===== src/rtl/ram_dp_arbiter_if.sv =====
// Requester-side bus of the dual-port RAM arbiter: two requesters packed side by side,
// requester n occupies bit n of the control vectors and slice n of address/data.
interface ram_dp_arbiter_if #(
  parameter int AWIDTH = 5,
  parameter int DWIDTH = 8
);
  logic [1:0]          req_valid;
  logic [1:0]          req_we;
  logic [2*AWIDTH-1:0] req_addr;
  logic [2*DWIDTH-1:0] req_wdata;
  logic [1:0]          req_ready;
  logic [1:0]          rsp_valid;
  logic [DWIDTH-1:0]   rsp_rdata;

  modport master (
    output req_valid, req_we, req_addr, req_wdata,
    input  req_ready, rsp_valid, rsp_rdata
  );

  modport slave (
    input  req_valid, req_we, req_addr, req_wdata,
    output req_ready, rsp_valid, rsp_rdata
  );
endinterface


===== src/rtl/ram_dp_arbiter.sv =====
// Shares one write port and one registered read port of a dual-port RAM between two
// requesters, with independent round-robin arbitration and write-to-read forwarding.
module ram_dp_arbiter #(
  parameter int DEPTH  = 32,
  parameter int AWIDTH = $clog2(DEPTH),
  parameter int DWIDTH = 8
) (
  input  logic              clk,
  input  logic              rst,
  ram_dp_arbiter_if.slave   bus,
  output logic              wenable,
  output logic [AWIDTH-1:0] waddr,
  output logic [DWIDTH-1:0] wdata,
  output logic              renable,
  output logic [AWIDTH-1:0] raddr,
  input  logic [DWIDTH-1:0] rdata
);

  logic              r_wptr;
  logic              r_rptr;
  logic [1:0]        r_rsp_valid;
  logic              r_bypass;
  logic [DWIDTH-1:0] r_fwd_data;

  logic [1:0]        w_wcand;
  logic [1:0]        w_rcand;
  logic              w_wsel;
  logic              w_rsel;
  logic              w_wgnt;
  logic              w_rgnt;
  logic [1:0]        w_wgnt_vec;
  logic [1:0]        w_rgnt_vec;

  assign w_wcand = bus.req_valid & bus.req_we;
  assign w_rcand = bus.req_valid & ~bus.req_we;

  // Under contention the pointer decides; otherwise the lone candidate wins.
  assign w_wsel = (&w_wcand) ? r_wptr : w_wcand[1];
  assign w_rsel = (&w_rcand) ? r_rptr : w_rcand[1];

  // Grants are masked by reset so every RAM-facing output reads zero while rst is high.
  assign w_wgnt = (|w_wcand) & ~rst;
  assign w_rgnt = (|w_rcand) & ~rst;

  assign w_wgnt_vec = {w_wgnt & w_wsel, w_wgnt & ~w_wsel};
  assign w_rgnt_vec = {w_rgnt & w_rsel, w_rgnt & ~w_rsel};

  assign wenable = w_wgnt;
  assign waddr   = !w_wgnt ? '0 :
                   (w_wsel ? bus.req_addr[2*AWIDTH-1:AWIDTH] : bus.req_addr[AWIDTH-1:0]);
  assign wdata   = !w_wgnt ? '0 :
                   (w_wsel ? bus.req_wdata[2*DWIDTH-1:DWIDTH] : bus.req_wdata[DWIDTH-1:0]);

  assign renable = w_rgnt;
  assign raddr   = !w_rgnt ? '0 :
                   (w_rsel ? bus.req_addr[2*AWIDTH-1:AWIDTH] : bus.req_addr[AWIDTH-1:0]);

  assign bus.req_ready = w_wgnt_vec | w_rgnt_vec;

  always_ff @(posedge clk or posedge rst) begin
    if (rst) begin
      r_wptr      <= 1'b0;
      r_rptr      <= 1'b0;
      r_rsp_valid <= 2'b00;
      r_bypass    <= 1'b0;
      r_fwd_data  <= '0;
    end else begin
      if (w_wgnt) r_wptr <= ~w_wsel;
      if (w_rgnt) r_rptr <= ~w_rsel;
      r_rsp_valid <= w_rgnt_vec;
      // Write-first: a same-cycle write to the read address overrides the RAM output.
      r_bypass    <= w_rgnt & w_wgnt & (waddr == raddr);
      if (w_wgnt) r_fwd_data <= wdata;
    end
  end

  assign bus.rsp_valid = r_rsp_valid;
  assign bus.rsp_rdata = (|r_rsp_valid) ? (r_bypass ? r_fwd_data : rdata) : '0;

endmodule


===== src/flat_wrapper.sv =====
// flat-port wrapper written by rule: the top's interface ports become plain ports
module ram_dp_arbiter_flat 
#(
  parameter int DEPTH  = 32,
  parameter int AWIDTH = $clog2(DEPTH),
  parameter int DWIDTH = 8
)
  (clk, rst, wenable, waddr, wdata, renable, raddr, rdata, bus_req_valid, bus_req_we, bus_req_addr, bus_req_wdata, bus_req_ready, bus_rsp_valid, bus_rsp_rdata);
  ram_dp_arbiter_if #(.AWIDTH(AWIDTH), .DWIDTH(DWIDTH)) bus_i ();
  input  logic clk;
  input  logic rst;
  output logic wenable;
  output logic [AWIDTH-1:0] waddr;
  output logic [DWIDTH-1:0] wdata;
  output logic renable;
  output logic [AWIDTH-1:0] raddr;
  input  logic [DWIDTH-1:0] rdata;
  input wire logic [$bits(bus_i.req_valid)-1:0] bus_req_valid;
  input wire logic [$bits(bus_i.req_we)-1:0] bus_req_we;
  input wire logic [$bits(bus_i.req_addr)-1:0] bus_req_addr;
  input wire logic [$bits(bus_i.req_wdata)-1:0] bus_req_wdata;
  output wire logic [$bits(bus_i.req_ready)-1:0] bus_req_ready;
  output wire logic [$bits(bus_i.rsp_valid)-1:0] bus_rsp_valid;
  output wire logic [$bits(bus_i.rsp_rdata)-1:0] bus_rsp_rdata;
  assign bus_i.req_valid = bus_req_valid;
  assign bus_i.req_we = bus_req_we;
  assign bus_i.req_addr = bus_req_addr;
  assign bus_i.req_wdata = bus_req_wdata;
  assign bus_req_ready = bus_i.req_ready;
  assign bus_rsp_valid = bus_i.rsp_valid;
  assign bus_rsp_rdata = bus_i.rsp_rdata;
  ram_dp_arbiter #(.DEPTH(DEPTH), .AWIDTH(AWIDTH), .DWIDTH(DWIDTH)) u_core (.clk(clk), .rst(rst), .bus(bus_i), .wenable(wenable), .waddr(waddr), .wdata(wdata), .renable(renable), .raddr(raddr), .rdata(rdata));
endmodule

===== config.mk =====
export PLATFORM = sky130hd
export DESIGN_NAME = ram_dp_arbiter_flat
export DESIGN_NICKNAME = d
export VERILOG_FILES = /design/src/rtl/ram_dp_arbiter_if.sv /design/src/rtl/ram_dp_arbiter.sv /design/src/flat_wrapper.sv
export SDC_FILE = /design/constraint.sdc
export NUM_CORES = 1
export LEC_CHECK = 0
export ABC_AREA = 1
export CAP_MARGIN = 30
export CORE_MARGIN = 2
export CORE_UTILIZATION = 25
export CTS_CLUSTER_DIAMETER = 150
export DETAILED_ROUTE_END_ITERATION = 7
export GPL_TIMING_DRIVEN = 1
export MAX_ROUTING_LAYER = met4
export PLACE_DENSITY = 0.66
export SETUP_SLACK_MARGIN = 0.05
export SLEW_MARGIN = 20
export SYNTH_ARGS = -nofsm -noshare
export SYNTH_HDL_FRONTEND = slang
export SYNTH_SLANG_ARGS = --single-unit

===== constraint.sdc =====
create_clock -name clk -period 1.5 [get_ports clk]
set_input_delay 0.3 -clock clk [delete_from_list [all_inputs] [get_ports clk]]
set_output_delay 0.3 -clock clk [all_outputs]
set_load 0.01 [all_outputs]

# Yosys cells after proc, flatten, opt, wreduce, memory -nomap -nowiden
# Index checks and enable logic that the tools add are counted.
[classes]
multipliers = 0
n_addsub = 0
n_bitwise = 15
n_div = 0
eq_ne = 1
magnitude_cmp = 0
muxes = 10
reduce_logical = 5
n_shift = 0
[op_table]
columns = ["cell", "count"]
rows = [
  ["8-bit two-way mux", 4],
  ["5-bit two-way mux", 4],
  ["1-bit AND", 8],
  ["2-bit OR reduction", 3],
  ["5-bit equality test", 1],
  ["2-bit AND", 2],
  ["2-bit AND reduction", 2],
  ["1-bit NOT", 3],
  ["1-bit two-way mux", 2],
  ["2-bit NOT", 1],
  ["2-bit OR", 1],
]
[word_totals]
memories = 0
out_inout_bits = 32
romBits = 0
wordCells = 36
latch_bits = 0
ff_bits = 13
ram_bits = 0

# Depth between registers and ports, before layout
# Gate-level depths: netlist (run 1).
[depth]
ltp_word = 8
ltp_mapped = 12
ltp_nobuf = 12

# Worst setup path after synthesis (run 1)
# No wires, ideal clock.
[synth_path]
path_type = "input to output"
start = "input port rst"
end = "output port wdata[4]"
arrival_time_ns = 1.188
cell_stages = 6
path_slack_ns = 0.012
t_required_ns = 1.200
cell_sequence = "buf_2 > a21oi_4 > buf_6 > buf_2 > nand3_1 > nand2_1"
[synth_via]
elab_chain_cells = 3
[synth_rtl]
columns = ["item", "line_no", "rtl"]
rows = [
  ["start: declaration", "flat_wrapper.sv:11", "input logic rst;"],
  ["1-bit NOT", "ram_dp_arbiter.sv:42", "assign w_wgnt = (|w_wcand) & ~rst;"],
  ["1-bit AND", "ram_dp_arbiter.sv:42", ""],
  ["net wenable", "flat_wrapper.sv:12", "output logic wenable;"],
  ["8-bit two-way mux", "ram_dp_arbiter.sv:51", "assign wdata = !w_wgnt ? '0 :"],
  ["end: declaration", "flat_wrapper.sv:14", "output logic [DWIDTH-1:0] wdata;"],
]
# The timed path passes the listed nets, and every way through them passes these cells.

# Final worst setup path (run 1)
[layout_path]
start = "register u_core.r_wptr"
end = "output port waddr[2]"
[layout_via]
elab_chain_cells = 3
[layout_rtl]
columns = ["item", "line_no", "rtl"]
rows = [
  ["start: declaration", "ram_dp_arbiter.sv:19", "logic r_wptr;"],
  ["start signal: assignment", "ram_dp_arbiter.sv:68", "if (w_wgnt) r_wptr <= ~w_wsel;"],
  ["1-bit two-way mux", "ram_dp_arbiter.sv:38", "assign w_wsel = (&w_wcand) ? r_wptr : w_wcand[1];"],
  ["5-bit two-way mux", "ram_dp_arbiter.sv:50", "(w_wsel ? bus.req_addr[2*AWIDTH-1:AWIDTH] : bus.req_addr[AWIDTH-1:0]);"],
  ["5-bit two-way mux", "ram_dp_arbiter.sv:49", "assign waddr = !w_wgnt ? '0 :"],
  ["end: declaration", "flat_wrapper.sv:13", "output logic [AWIDTH-1:0] waddr;"],
]
# No other way between the ends.

==> results.yml, run 1 <==
route:
  drt_pass1_iterations: 4
  drc: 0
  drtIter0Drc: 45
  postRouteAntennaNets: 0
  vias_per_cell: 4.63
  wl_per_cell_um: 14.6
  vias: 1777
  wirelength_um: 5620
placed_design:
  numPortBuffers: 71
  dpl_cell_area_sq_mm: 0.00214
  dp_slack_ns: -0.878
  dp_hpwl_um: 3070
  dp_cells: 330
  gp_congestion: 0.864
cts:
  cts_buffers: 3
  cts_root_buf: "clkbuf_8"
  htreeDepth: 1
  cts_tree: "built"
  cts.path.max_buffers: 2
  cts_sinks: 13
  clkLatencyLatePin_ns: 0.24
  clk_pin_slew_ns: 0.06
synth:
  netlist_instances: 174
  ys_ff_latch: 13
  yosys_warnings: 0
  synth_seq_area_share_pct: 30.0
  avgSynthCellArea_sq_um: 6.23
  synth_area_leaders: "dfrtp_1, nand2_1, nand3_1, inv_1, nor2_1"
  synth.largest_area_cell: "dfrtp_1"
  synth_area_sq_mm: 0.00108
  netlist.area_leader.share_pct: 30.0
  synth_cell_type_count: 17
  syn-num-nets: 214
worst_setup_path:
  path_depth: 9
  cp_max_fo: 5
  ff2ff_setup_slack_ns: -0.20
  cp_data_arrival_time_ns: 1.49
  endpoint_kind: "output port"
  crit_path_top_delay_cell: "dfrtp_1"
  cp-start-kind: "flop"
  reg2reg_depth: 15
  crit_chain: "inv_2, nand3_4, nand2_8, buf_12, nor2_8, buf_8, nand2_4, nand2_2, buf_6"
  slowest_delay_ns: 0.37
  crit_buf_inv: 4
  r2r-start: "u_core.r_wptr$_DFFE_PP0P_"
  worstPathRequired_ns: 1.20
  rr_endpoint: "u_core.r_bypass$_DFF_PP0_"
  cpLargestDelayFamily: "buffers and inverters"
  startpoint: "u_core.r_wptr$_DFFE_PP0P_"
  worst-setup-path-type: "reg -> out"
floorplan:
  start_util_pct: 26.5
  core-area_sq_mm: 0.00409
  top_level_ports: 72
  die_h_um: 69.9
  fp.dieW_um: 69.9
  dieArea_sq_mm: 0.00488
  fp-row-count: 23
global_routing:
  grt_max_degree: 14
  grt_pass1_vias: 1834
  antenna_found_initial: 0
  grt_usage_pct: 21.7
  grt_overflow_total: 0
  grt_pass1_wl_um: 8450
power:
  finalPower_mw: 1.56
  power.leakage_nw: 1.56
  p_per_area_mw_per_mm2: 521
  ir_drop_mv: 0.270
sta:
  worst_slew_pin_slew_ns: 0.222
  fin_worst_skew_ns: 0.00385
  grt_setup_unrepaired: "yes"
  period_minus_slack_ns: 1.79
  slew_headroom_pct: 85.1
  fmax_ghz: 0.560
  finalHoldViolCount: 0
  setup_viol: 29
  layout_setup_ws_ns: -0.286
  final_max_slew_viol_count: 0
  post-route-period-util_pct: 119
worst_hold_path:
  hold_class: "in -> async"
finish:
  final_common_cell: "buf_4"
  fillers: 319
  drive_gt1_share_pct: 62.9
  multiInputGateArea_sq_mm: 0.00103
  layout.nets: 375
  fin_cells: 384
  final_cell_mix: "buf_4, buf_6, clkdlybuf4s50_1"
  area.sequential_sq_um: 327
  design_area_sq_mm: 0.00300
  syn2layout_area_growth_pct: 176
  n_antenna_cell: 0
outcome:
  outcome: "finished, violations left"
  violations: "setup timing"
job:
  maxCapViolations: 0
## where the power goes
part           total [mW]  internal, mW  switching [mW]
sequential          0.429         0.404          0.0255
combinational       0.820         0.434           0.386
clock               0.312         0.187           0.124
total                1.56          1.02           0.536
## synthesized netlist by cell type (all sizes together)
cell type  instances
a211oi             5
a21oi              6
buf                4
clkbuf             1
dfrtp             13
inv               29
nand2             60
nand3             31
nand3b             1
nor2              15
o211ai             5
o21ai              4
## logic make-up after synthesis
group | Yosys count | synth area share (%)
compound gates | 20 | 13.6
buf+inv | 34 | 12.8
flops | 13 | 30.0
simple gates | 107 | 43.6
## worst reg2reg max path: cells and delay by family (launching register included)
kind	cells	cell delay [ns]
buf+inv	6	0.58
flops	1	0.37
simple gates	9	0.69
## through the flow
step	TNS, ns	hold WS [ns]	util, %
global placement	-22.78	0.486	52.4
CTS	-3.84	0.291	66.0
global route	-5.64	0.335	73.3
finish	-4.09	0.312	73.3
floorplan	0	0.389	-
detailed placement	-23.23	0.490	52.4
## per-layer routing
metal,vias up,global-route usage [%],share of wire (%)
met2,58,39.6,57
met5,-,-,0
met3,4,2.45,4.5
met4,0,6.84,0.98
li1,883,-,-
met1,832,24.7,38
## repair_timing
| item | 4_1_cts | 5_1_grt |
|---|---|---|
| pin swaps | 33 | 23 |
| gates cloned | 2 | 0 |
| hold endpoints to repair | 0 | 0 |
| buffers inserted | 42 | 11 |
| resized for setup | 239 | 56 |
| setup endpoints to repair | 40 | 32 |
| hold buffers | 0 | 0 |
## registers in the layout, summed over array words and instances, names as in the netlist
name / cells
u_core.r_fwd_data: 8
u_core.bus.rsp_valid: 2
u_core.r_rptr: 1
u_core.r_bypass: 1
u_core.r_wptr: 1
## layout make-up
class / instances / area share, %
tap: 50 / 2.09
sequential: 13 / 10.9
clock buffer: 4 / 1.50
multi-input combinational: 129 / 34.3
inverter: 29 / 3.80
timing repair buffer: 159 / 47.4
## worst max path at each step
| stage | slack (ns) | to |
|---|---|---|
| finish | -0.29 | waddr[2] |
| global route | -0.35 | waddr[3] |
| CTS | -0.26 | wdata[3] |
| detailed placement | -0.88 | raddr[2] |
| global placement | -0.86 | waddr[3] |
| floorplan | 0.07 | wdata[4] |
Note: power is estimated with default switching activity, not from simulation.
==> inputs of run 2 (changes only) <==
--- a/config.mk
+++ b/config.mk
@@ -15,6 +15,7 @@
 export MAX_ROUTING_LAYER = met4
 export PLACE_DENSITY = 0.66
 export SETUP_SLACK_MARGIN = 0.05
+export SKIP_LAST_GASP = 1
 export SLEW_MARGIN = 20
 export SYNTH_ARGS = -nofsm -noshare
 export SYNTH_HDL_FRONTEND = slang
==> results.yml, run 2 (same netlist as run 1, synthesis figures left out) <==
power:
  p_per_area_mw_per_mm2: 520
  clkPwrFrac_pct: 19.8
  ir_drop_mv: 0.269
  finalPower_mw: 1.55
  switching_share_pct: 34.1
  power.share.sequential_pct: 27.7
  switching_power_mw: 0.530
  power.leakage_nw: 1.56
  pwr-share-comb_pct: 52.6
  p_int_mw: 1.02
cts:
  clkLatencyLatePin_ns: 0.24
  cts.path.max_buffers: 2
  hold_buffers: 0
  cts_sinks: 13
  cts_tree: "built"
  clk_pin_slew_ns: 0.05
  cts_buffers: 3
  htreeDepth: 1
  cts_root_buf: "clkbuf_8"
sta:
  fin_worst_skew_ns: 0.00220
  fmax_ghz: 0.561
  slew_headroom_pct: 87.6
  worst_slew_pin_slew_ns: 0.185
  setup_viol: 29
  post-route-period-util_pct: 119
  final_max_slew_viol_count: 0
  setup-tns-final_ns: -4.05
  grt_setup_unrepaired: "yes"
  period_minus_slack_ns: 1.78
  finalHoldViolCount: 0
  layout_setup_ws_ns: -0.282
worst_setup_path:
  cp_data_arrival_time_ns: 1.48
  endpoint_kind: "output port"
  startpoint: "u_core.r_wptr$_DFFE_PP0P_"
  r2r-start: "u_core.r_wptr$_DFFE_PP0P_"
  worst-setup-path-type: "reg -> out"
  ff2ff_setup_slack_ns: -0.21
  cp-start-kind: "flop"
  cp_max_fo: 5
  worstPathRequired_ns: 1.20
route:
  drt_pass1_iterations: 4
  drc: 0
  postRouteAntennaNets: 0
  wl_per_cell_um: 14.5
  vias_per_cell: 4.66
  wirelength_um: 5560
  vias: 1790
  drtIter0Drc: 38
floorplan:
  core-area_sq_mm: 0.00409
  fp-row-count: 23
  die_h_um: 69.9
  dieArea_sq_mm: 0.00488
  top_level_ports: 72
  fp.dieW_um: 69.9
  start_util_pct: 26.5
finish:
  layout.nets: 375
  final_cell_mix: "buf_4, buf_6, clkdlybuf4s50_1"
  syn2layout_area_growth_pct: 175
  n_antenna_cell: 0
  largest_reg_flops: 8
  final_common_cell: "buf_4"
  fin_cells: 384
  regMostFlops: "u_core.r_fwd_data"
  drive_gt1_share_pct: 62.3
global_routing:
  grt_max_degree: 14
  antenna_found_initial: 0
  grt_overflow_total: 0
  grt_pass1_vias: 1830
  grt_usage_pct: 21.7
  grt_pass1_wl_um: 8430
outcome:
  outcome: "finished, violations left"
  violations: "setup timing"
placed_design:
  dp_hpwl_um: 3070
  gp_congestion: 0.864
  dp_cells: 330
  numPortBuffers: 71
job:
  maxCapViolations: 0
worst_hold_path:
  hold_class: "in -> async"
[run 2: final cells by class]
| cell class | instances | area, sq um |
|---|---|---|
| repair buffers | 159 | 1420 |
| clock buffers | 4 | 45.0 |
| flip-flops and latches | 13 | 327 |
| well taps | 50 | 62.6 |
| inverters | 29 | 114 |
| multi-input cells | 129 | 1020 |
| fillers | 311 | 1100 |
[run 2: metrics by stage]
stage / utilization (%) / worst slack [ns] / hold slack [ns] / area [sq um]
global placement: 52.4 / -0.856 / 0.486 / 2140
floorplan: - / 0.0689 / 0.389 / 1090
finish: 73.1 / -0.282 / 0.287 / 2990
detailed placement: 52.4 / -0.878 / 0.490 / 2140
CTS: 65.9 / -0.263 / 0.291 / 2690
global route: 73.1 / -0.337 / 0.308 / 2990
[run 2: critical path, stage by stage, from the launching register on]
cell	delay, ns
dfrtp_1	0.37
inv_2	0.08
nand3_4	0.12
nand2_8	0.14
buf_12	0.11
nor2_8	0.04
buf_8	0.14
nand2_4	0.07
nand2_2	0.06
buf_6	0.12
[run 2: power by group through the flow]
stage	Clock [mW]	Sequential (mW)	Combinational, mW
floorplan	0	0.424	0.232
global placement	0	0.429	0.553
detailed placement	0	0.429	0.556
CTS	0.310	0.425	0.700
global route	0.333	0.434	0.878
finish	0.307	0.430	0.816
[run 2: routing by layer]
layer,wire (um),GRT usage (%),vias to the layer above,share of wire (%)
met5,0,-,-,0
met4,155,6.84,0,2.8
met3,245,2.31,15,4.4
met2,3100,39.6,62,56
met1,2060,24.8,832,37
li1,-,-,881,-
[run 2: worst paths after layout]
| check | endpoint | depth (start not counted) |
|---|---|---|
| worst max-delay path | waddr[2] | 9 |
| worst min-delay path | u_core.r_fwd_data[1]$_DFFE_PP0P_ | 4 |
| worst max register to register | u_core.r_bypass$_DFF_PP0_ | 15 |
| worst min register to register | u_core.r_fwd_data[6]$_DFFE_PP0P_ | 2 |
| max in group asynchronous | u_core.r_bypass$_DFF_PP0_ | 4 |
| min in group clk | u_core.r_fwd_data[6]$_DFFE_PP0P_ | 2 |
[run 2: what timing repair did]
item                       CTS  global route
gates resized for setup    235            55
buffers inserted            42            11
cloned                       2             0
setup endpoints to repair   40            32
pin swaps                   33            23
